## config.mk

```make
export PLATFORM = sky130hd
export DESIGN_NAME = lcd_cmd_sequencer
export DESIGN_NICKNAME = d
export VERILOG_FILES = /design/src/rtl/lcd_cmd_sequencer.sv
export SDC_FILE = /design/constraint.sdc
export NUM_CORES = 1
export LEC_CHECK = 0
export ABC_CLOCK_PERIOD_IN_PS = 2800
export CAP_MARGIN = 20
export CORE_UTILIZATION = 40
export DETAILED_ROUTE_END_ITERATION = 10
export GPL_TIMING_DRIVEN = 0
export SLEW_MARGIN = 20
export SYNTH_ARGS = -nofsm -noshare
export SYNTH_HDL_FRONTEND = slang
export SYNTH_SLANG_ARGS = --single-unit
```

## constraint.sdc

```tcl
create_clock -name clk -period 2.8 [get_ports clk]
set_input_delay 0.84 -clock clk [delete_from_list [all_inputs] [get_ports clk]]
set_output_delay 0.84 -clock clk [all_outputs]
set_load 0.02 [all_outputs]
```

## src/rtl/lcd_cmd_sequencer.sv

```systemverilog
// lcd_cmd_sequencer: byte-level front end for the LCD write-cycle stage.
// Splits each command/data byte into high/low nibbles for a 4-bit HD44780 bus,
// handshakes each nibble with the write-cycle stage, then holds off the next
// byte for the controller's execution time.
// Optional feature macro: LCD_INIT_SEQ_EN -- when defined, the power-on wait
// and the 4-bit init sequence run after every reset; when undefined the block
// comes out of reset idle and the application sends the init bytes itself.
module lcd_cmd_sequencer #(
    parameter int DLY_POWERUP = 750000,
    parameter int DLY_LONG    = 82000,
    parameter int DLY_SHORT   = 2000,
    parameter int CNT_W       = 20
) (
    input  logic       clk,
    input  logic       rst,
    input  logic       req_valid,
    input  logic       req_rs,
    input  logic [7:0] req_data,
    output logic       req_ready,
    output logic       init_done,
    output logic       wr_enable,
    output logic       reg_sel,
    output logic [3:0] db_out,
    input  logic       wr_finish
);

    typedef enum logic [2:0] {
        S_PWR, S_INIT, S_IDLE, S_WR_HI, S_GAP, S_WR_LO, S_DLY
    } state_t;

    state_t           state;
    logic [CNT_W-1:0] cnt;
    logic             rs_q;
    logic [7:0]       data_q;
    logic             single;     // current write is a lone init nibble
    logic [CNT_W-1:0] dly_last;

`ifdef LCD_INIT_SEQ_EN
    logic [2:0] step;             // 0..3 init nibbles, 4..7 init bytes

    function automatic logic [3:0] init_nib(input logic [2:0] s);
        return (s == 3'd3) ? 4'h2 : 4'h3;
    endfunction

    function automatic logic [7:0] init_byte(input logic [1:0] s);
        case (s)
            2'd0:    return 8'h28;
            2'd1:    return 8'h0C;
            2'd2:    return 8'h01;
            default: return 8'h06;
        endcase
    endfunction
`endif

    // Execution delay: clear/home style commands (and init nibbles) need the long wait
    always_comb begin
        dly_last = CNT_W'(DLY_SHORT - 1);
        if (single || (!rs_q && (data_q inside {8'h01, 8'h02, 8'h03})))
            dly_last = CNT_W'(DLY_LONG - 1);
    end

    // Sequencer FSM with registered outputs; counter cleared on every state change
    always_ff @(posedge clk) begin
        if (rst) begin
`ifdef LCD_INIT_SEQ_EN
            state <= S_PWR;
            step  <= 3'd0;
`else
            state <= S_IDLE;
`endif
            cnt       <= '0;
            req_ready <= 1'b0;
            init_done <= 1'b0;
            wr_enable <= 1'b0;
            reg_sel   <= 1'b0;
            db_out    <= 4'h0;
            rs_q      <= 1'b0;
            data_q    <= 8'h00;
            single    <= 1'b0;
        end else begin
`ifndef LCD_INIT_SEQ_EN
            init_done <= 1'b1;
`endif
            case (state)
`ifdef LCD_INIT_SEQ_EN
                S_PWR: begin
                    if (cnt == CNT_W'(DLY_POWERUP - 1)) begin
                        state <= S_INIT;
                        cnt   <= '0;
                    end else begin
                        cnt <= cnt + 1'b1;
                    end
                end
                S_INIT: begin
                    rs_q      <= 1'b0;
                    reg_sel   <= 1'b0;
                    wr_enable <= 1'b1;
                    cnt       <= '0;
                    state     <= S_WR_HI;
                    if (!step[2]) begin
                        single <= 1'b1;
                        data_q <= {4'h0, init_nib(step)};
                        db_out <= init_nib(step);
                    end else begin
                        single <= 1'b0;
                        data_q <= init_byte(step[1:0]);
                        db_out <= init_byte(step[1:0]) >> 4;
                    end
                end
`endif
                S_IDLE: begin
                    if (req_valid && req_ready) begin
                        rs_q      <= req_rs;
                        data_q    <= req_data;
                        single    <= 1'b0;
                        req_ready <= 1'b0;
                        wr_enable <= 1'b1;
                        reg_sel   <= req_rs;
                        db_out    <= req_data[7:4];
                        cnt       <= '0;
                        state     <= S_WR_HI;
                    end else begin
                        req_ready <= 1'b1;
                    end
                end
                S_WR_HI: begin
                    if (wr_finish) begin
                        wr_enable <= 1'b0;
                        cnt       <= '0;
                        state     <= single ? S_DLY : S_GAP;
                    end
                end
                S_GAP: begin
                    wr_enable <= 1'b1;
                    db_out    <= data_q[3:0];
                    cnt       <= '0;
                    state     <= S_WR_LO;
                end
                S_WR_LO: begin
                    if (wr_finish) begin
                        wr_enable <= 1'b0;
                        cnt       <= '0;
                        state     <= S_DLY;
                    end
                end
                S_DLY: begin
                    if (cnt == dly_last) begin
                        cnt <= '0;
`ifdef LCD_INIT_SEQ_EN
                        if (!init_done) begin
                            step <= step + 3'd1;
                            if (step == 3'd7) begin
                                init_done <= 1'b1;
                                req_ready <= 1'b1;
                                state     <= S_IDLE;
                            end else begin
                                state <= S_INIT;
                            end
                        end else begin
                            req_ready <= 1'b1;
                            state     <= S_IDLE;
                        end
`else
                        req_ready <= 1'b1;
                        state     <= S_IDLE;
`endif
                    end else begin
                        cnt <= cnt + 1'b1;
                    end
                end
                default: begin
                    wr_enable <= 1'b0;
                    cnt       <= '0;
                    state     <= S_IDLE;
                end
            endcase
        end
    end

endmodule

```

-- Word level (Yosys, flattened, before mapping)
Index checks and enable logic that the tools add are counted.
- add/sub/neg operators: 1
- equality and inequality tests: 14
- multiplexer cells: 19
- bitwise gates (word level): 1
- reductions and logical operators: 13
- operators with widths (kind ; count):
    $mux 20 ; 3
    $pmux 20 s3 ; 1
    $add 20x1->20 const B ; 1
    $eq 20x20->1 ; 1
    $mux 17 ; 1
    $eq 8x2->1 const B ; 2
    $pmux 3 s5 ; 1
    $mux 3 ; 4
    $eq 3x3->1 const B ; 3
    $eq 8x1->1 const B ; 1
    $ne 2x2->1 const B ; 4
    $pmux 4 s2 ; 1
    $reduce_and 2->1 ; 4
    $eq 3x2->1 const B ; 2
    $mux 1 ; 5
    $mux 4 ; 1
    $pmux 1 s4 ; 1
    $reduce_and 4->1 ; 1
    $reduce_bool 2->1 ; 2
    $reduce_and 3->1 ; 1
    $reduce_bool 3->1 ; 1
    $logic_and 1x1->1 ; 2
    $ne 2x1->1 const B ; 1
    $pmux 1 s2 ; 1
    3 further kinds ; 3
- register bits: 39
- input port bits: 13
- output and inout bits: 8
- logic and storage cells: 56

-- Depth between registers and ports, before layout
Gate-level depths: netlist of the first run.
- depth in word-level cells: 7
- mapped depth: 7
- mapped depth without buffers: 6

-- Worst setup path after synthesis of the first run
OpenSTA, ideal clock, no wires.
- path kind: input to register
- start point: in wr_finish
- end point: reg cnt[3]
- data arrival time: 2013 ps
- path slack: 655 ps
- cell stages on the path: 6
- buffers on the path: 1
- cell sequence: or4bb_1 > o211ai_2 > buf_2 > nor3_1 > o221ai_1 > a21oi_1
- word-level cells in the longest chain between the ends: 2
- RTL lines (item ; line ; source):
    start: declaration ; 24 ; input logic wr_finish
    $ne 2x1->1 (no source line) ; -- ;
    $reduce_and 2->1 (no source line) ; -- ;
    end signal: assignment ; 168 ; cnt <= cnt + 1'b1;
    end: declaration ; 32 ; logic [CNT_W-1:0] cnt;
Every way passes these cells.
A chain may end at the register's enable or synchronous reset.

-- Worst setup path after layout of the first run
Same ends and word-level chain as after synthesis.

==> results of run 1 <==
-- final timing paths --
path	end	slack, ns	cells past startpoint
min	db_out[3]$_SDFFE_PP0P_	0.46	2
min reg2reg	db_out[3]$_SDFFE_PP0P_	0.46	2
max	cnt[3]$_SDFFE_PP0P_	0.25	7
max reg2reg	cnt[4]$_SDFFE_PP0P_	0.66	6
-- worst max-delay path, stage by stage --
cell,delay (ns)
clkdlybuf4s50_1,0.47
or4bb_1,0.53
o211ai_2,0.20
buf_2,0.32
nor3_1,0.08
o221ai_1,0.18
a21oi_1,0.08
-- power groups by stage --
stage	sequential, uW	combinational, uW	clock, uW
floorplan	627	188	0
global placement	614	291	0
detailed placement	616	290	0
CTS	603	291	435
global route	607	319	461
finish	602	288	420
-- cell type report --
cell class / count / area share, %
Sequential cell: 39 / 34.2
Timing Repair Buffer: 19 / 8.33
Clock buffer: 8 / 4.38
Tap cell: 52 / 2.85
Multi-Input combinational cell: 159 / 45.0
Buffer: 11 / 4.44
Inverter: 5 / 0.822
-- flip-flops by register name, indices dropped and copies added, names as in the netlist --
signal,count
init_done,1
wr_enable,1
rs_q,1
req_ready,1
state,3
data_q,8
cnt,20
db_out,4
-- layer usage --
metal	routed length [um]	share of wire, %	global-route usage (%)
met1	2180	51	27.0
met2	1830	43	25.7
met3	137	3.2	4.64
met4	87	2.1	8.67
met5	0	0	0
-- metrics by stage --
step	utilization [%]	hold WS [ns]
CTS	50.7	0.457
global placement	48.5	0.443
global route	50.7	0.482
finish	50.7	0.456
detailed placement	48.5	0.448
floorplan	-	0.449
-- synth_stat cells, types with 2 or more instances --
library cell  number  area share, %
and2_1             2           0.65
buf_2              2           0.52
nor4_1            10            3.2
xnor2_1           15            6.8
nand4_1            4            1.3
inv_1              5           0.97
a21oi_1           12            3.1
mux2i_1            9            4.7
clkbuf_8           3            2.1
a22oi_1            4            1.6
o211ai_1           3            1.2
o21bai_1           2           0.78
nor2_1            16            3.1
buf_6              3            1.8
nand3b_1           2           0.78
clkbuf_1           2           0.39
nor3_1            26            6.7
dfxtp_1           39             40
nor4b_1            3            1.4
nand3_1            7            1.8
and4_1             2           0.91
or4bb_1            2            1.2
nand2_1           19            3.7
-- cell families after synthesis --
group / count (synthesis) / share of synthesized area [%]
muxes: 10 / 5.39
and+or+nand+nor: 102 / 28.7
DFF: 39 / 40.5
adders and majority gates: 1 / 0.649
AOI/OAI and AO/OA: 31 / 11.7
buffers and inverters: 16 / 6.23
xor gates and xnor gates: 15 / 6.81
==> flow_metrics.tcl, run 1 <==
set metrics [dict create \
    cp_max_fo 10 \
    final_cell_mix "dfxtp_1 (39), nor3_1 (26), nand2_1 (19), clkdlybuf4s50_1 (19), nor2_1 (16)" \
    syn_to_final_growth_pct 18.4 \
    first_pass_iters 4 \
    switchingPower_uw 376 \
    synth_nets 228 \
    fin_skew_ns 0.00746 \
    drc 0 \
    slew_headroom_pct 50.4 \
    preCtsSetupSlack_ns -0.0384 \
    status "finished clean" \
    power_frac_comb_pct 22.0 \
    fin_ws_ns 0.251 \
    grt_pass1_wl_um 7270 \
    finalSetupViolations 0 \
    cts_hold_buffers 0 \
    period_needed_ns 2.55 \
    critPathLaunch "wr_finish" \
    post_cts_buffers 0 \
    multi_input_area_um2 1030 \
    fmax_mhz 392 \
    ff_latch_area_um2 781 \
    hold_viol_final 0 \
    finalNonFillerCells 293 \
    nFillCells 444 \
    internal_power_uw 934 \
    design.core.area_um2 4500 \
    grt_setup_unrepaired "false" \
    place.port_buffers 19 \
    p_leak_uw 0.000718 \
    cts.repair.resized 0 \
    dp_hpwl_um 2950 \
    ys_async_sr_fraction_pct 0 \
    synth_cell_types 45 \
    via_per_inst 5.54 \
    clk_path_buf_depth 2 \
    cts_tree "done" \
    postPlaceCellArea_um2 2180 \
    grt_max_degree 12 \
    power_density_nw_per_um2 574 \
    finalPower_uw 1310 \
    final_layout_size_suffix_gt1_share_pct 9.54 \
    nets 254 \
    start_util_pct 42.8 \
    antenna_found_initial 0 \
    netlist_area_um2 1930 \
    synth_area_per_cell_um2 9.01 \
    setup-tns-final_ns 0 \
    insertion_delay_ns 0.29 \
    crit_path_start_kind "input pin" \
    tightest_slew_ns 0.738 \
    worstPathArrival_ns 2.71 \
    hp-class "reg -> reg" \
    maxCapViolCount 0 \
    die_w_um 71.4 \
    synth_seq_cells 39 \
    grt_util_all_layers_pct 18.6 \
    p_clk_share_pct 32.0 \
    final_common_cell "dfxtp_1" \
    period_share_pct 91.0 \
    h-tree-depth 2 \
    io_pins 21 \
    p_sw_share_pct 28.7 \
    maxSlewViolCount 0 \
    sequentialPowerShare_pct 46.0 \
    netlist_instances 214 \
    placed_cells 285 \
    cts_sinks 39 \
    cts_buffers 5 \
    fp.dieH_um 71.4 \
    yosysWarnings 0 \
    via_count 1623 \
    synth-edff-count 0 \
    yosys_most_used_dff "dfxtp_1" \
    worstSetupEndpointType "flip-flop" \
    seq_area_frac_synth_pct 40.5 \
    wl_per_cell_um 14.5 \
    final_antenna_net_count 0 \
    path_clk_slew_ns 0.07 \
    dieArea_um2 5100 \
    drt-initial-drc-count 102 \
    finalWeightedCongestion 0.851 \
    grt.overflow.total 0 \
    crit_type "in -> reg" \
    stdcell_area_um2 2280 \
    antenna_cells 0 \
    grt_pass1_vias 1440 \
    ir_worst_vdd_mv 0.292 \
    finalWirelength_um 4240 \
    row_count 24 \
    min-delay-start "db_out[3]$_SDFFE_PP0P_" \
    rr_startpoint "cnt[16]$_SDFFE_PP0P_" \
    root_buffer "clkbuf_8" \
    required_ns 2.96 \
]
Note: power is estimated with default switching activity, not from simulation.
==> run 2: changes to the inputs <==
--- a/config.mk
+++ b/config.mk
@@ -9,7 +9,6 @@
 export CAP_MARGIN = 20
 export CORE_UTILIZATION = 40
 export DETAILED_ROUTE_END_ITERATION = 10
-export GPL_TIMING_DRIVEN = 0
 export SLEW_MARGIN = 20
 export SYNTH_ARGS = -nofsm -noshare
 export SYNTH_HDL_FRONTEND = slang
==> run 2 against run 1 <==
- combinational power shrank 6.9%
- hold slack gained 0.0020 ns
- global-route usage is essentially flat
- via count shrank 0.62%
- flip-flop and latch count is the same
- routed wire length shrank 2.6%
- sequential share of layout area grew 0.63 points
- count of clock-buffer cells in the layout shrank 2
- utilization shrank 0.92 points
- first-iteration DRC count shrank 45%
- critical path depth shrank 1
==> flow_metrics.tcl, run 2 (synthesis results as in run 1) <==
set metrics [dict create \
    status "finished clean" \
    cts_sinks 39 \
    cts_buffers 5 \
    clk_path_buf_depth 2 \
    setup-tns-final_ns 0 \
    slew_headroom_pct 58.4 \
    ir_worst_vdd_mv 0.268 \
    final_layout_size_suffix_gt1_share_pct 9.32 \
    grt_util_all_layers_pct 18.6 \
    nets 250 \
    place.port_buffers 20 \
    grt_max_degree 26 \
    crit_path_start_kind "input pin" \
    cts.repair.resized 0 \
    die_w_um 71.4 \
    syn_to_final_growth_pct 16.3 \
    start_util_pct 42.8 \
    power_frac_comb_pct 21.2 \
    period_share_pct 84.0 \
    via_per_inst 5.60 \
    grt_pass1_wl_um 7490 \
    grt.overflow.total 0 \
    largest_reg_flops 20 \
    finalSetupViolations 0 \
    drc 0 \
    required_ns 2.95 \
    final_cell_mix "dfxtp_1 (39), nor3_1 (25), clkdlybuf4s50_1 (20), nand2_1 (19), nor2_1 (16)" \
    p_clk_share_pct 30.4 \
    period_needed_ns 2.35 \
    dp_hpwl_um 2810 \
    switchingPower_uw 370 \
    internal_power_uw 896 \
    fin_skew_ns 0.00407 \
    regMostFlops "cnt" \
    hold_ws_ns 0.458 \
    cts_tree "done" \
    path_clk_slew_ns 0.07 \
    finalWirelength_um 4130 \
    path_cells "clkdlybuf4s50_1 > or4bb_1 > o211ai_2 > buf_12 > a211oi_4 > nor3_1" \
    row_count 24 \
    dieArea_um2 5100 \
    root_buffer "clkbuf_8" \
    finalWeightedCongestion 0.805 \
    design.core.area_um2 4500 \
    hold_viol_final 0 \
    h-tree-depth 2 \
    p_leak_uw 0.000700 \
    io_pins 21 \
    crit_type "in -> reg" \
    insertion_delay_ns 0.29 \
    p_sw_share_pct 29.2 \
    final_common_cell "dfxtp_1" \
    tightest_slew_ns 0.622 \
    nFillCells 436 \
    cp_slowest_stage_delay_ns 0.56 \
    worstPathArrival_ns 2.51 \
    wl_per_cell_um 14.3 \
    first_pass_iters 4 \
    worstSetupEndpointType "flip-flop" \
    grt_setup_unrepaired "false" \
    post_cts_buffers 0 \
    cts_hold_buffers 0 \
    sequentialPowerShare_pct 48.4 \
    fmax_mhz 425 \
    maxSlewViolCount 0 \
    largest_registers "cnt (20), data_q (8), db_out (4)" \
    via_count 1613 \
    final_antenna_net_count 0 \
    grt_pass1_vias 1528 \
    power_density_nw_per_um2 565 \
    antenna_cells 0 \
    slowest_stage "a211oi_4" \
    cp_max_fo 25 \
    drt-initial-drc-count 56 \
    fp.dieH_um 71.4 \
    antenna_found_initial 0 \
    hp-class "reg -> reg" \
    maxCapViolCount 0 \
]
run 2: final timing paths:
check,from,end,slack [ns],cells after the start
max,wr_finish,cnt[8]$_SDFFE_PP0P_,0.45,6
min,db_out[2]$_SDFFE_PP0P_,db_out[2]$_SDFFE_PP0P_,0.46,2
max reg2reg,cnt[16]$_SDFFE_PP0P_,cnt[8]$_SDFFE_PP0P_,0.56,5
min reg2reg,db_out[2]$_SDFFE_PP0P_,db_out[2]$_SDFFE_PP0P_,0.46,2
run 2: layer usage:
metal	wire length, um	part of all wire [%]	GRT usage [%]
met4	76	1.8	8.00
met2	1890	46	28.8
met1	2050	50	25.1
met3	108	2.6	4.22
met5	0	0	0
run 2: layout make-up:
type,count,area [um^2],area share (%)
clock buffers,6,82.6,3.68
clock inverters,1,5.00,0.223
inverters,5,18.8,0.837
multi-input cells,159,1030,46.0
flip-flops and latches,39,781,34.8
well taps,52,65.1,2.90
repair buffers,26,258,11.5
run 2: metrics by stage:
stage / power, uW / util [%] / std cells / area (um^2) / setup slack [ns]
after global routing: 1330 / 49.8 / 288 / 2240 / 0.315
after CTS: 1280 / 49.8 / 288 / 2240 / 0.452
after floorplan: 815 / - / 214 / 1930 / 0.655
after detailed placement: 893 / 47.8 / 281 / 2150 / 0.150
final: 1270 / 49.8 / 288 / 2240 / 0.447
after global placement: 894 / 47.8 / 281 / 2150 / 0.176
run 2: critical path: cells and delay by family:
| kind | cells | cell delay (ns) |
|---|---|---|
| AO/OA/AOI/OAI | 2 | 0.66 |
| AND/OR/NAND/NOR | 2 | 0.28 |
| buffers and inverters | 2 | 0.72 |
run 2: power groups by stage:
stage | registers [uW] | clock network (uW) | logic, uW
finish | 612 | 386 | 268
global route | 617 | 422 | 295
CTS | 612 | 399 | 270
detailed placement | 625 | 0 | 269
global placement | 625 | 0 | 269
floorplan | 627 | 0 | 188
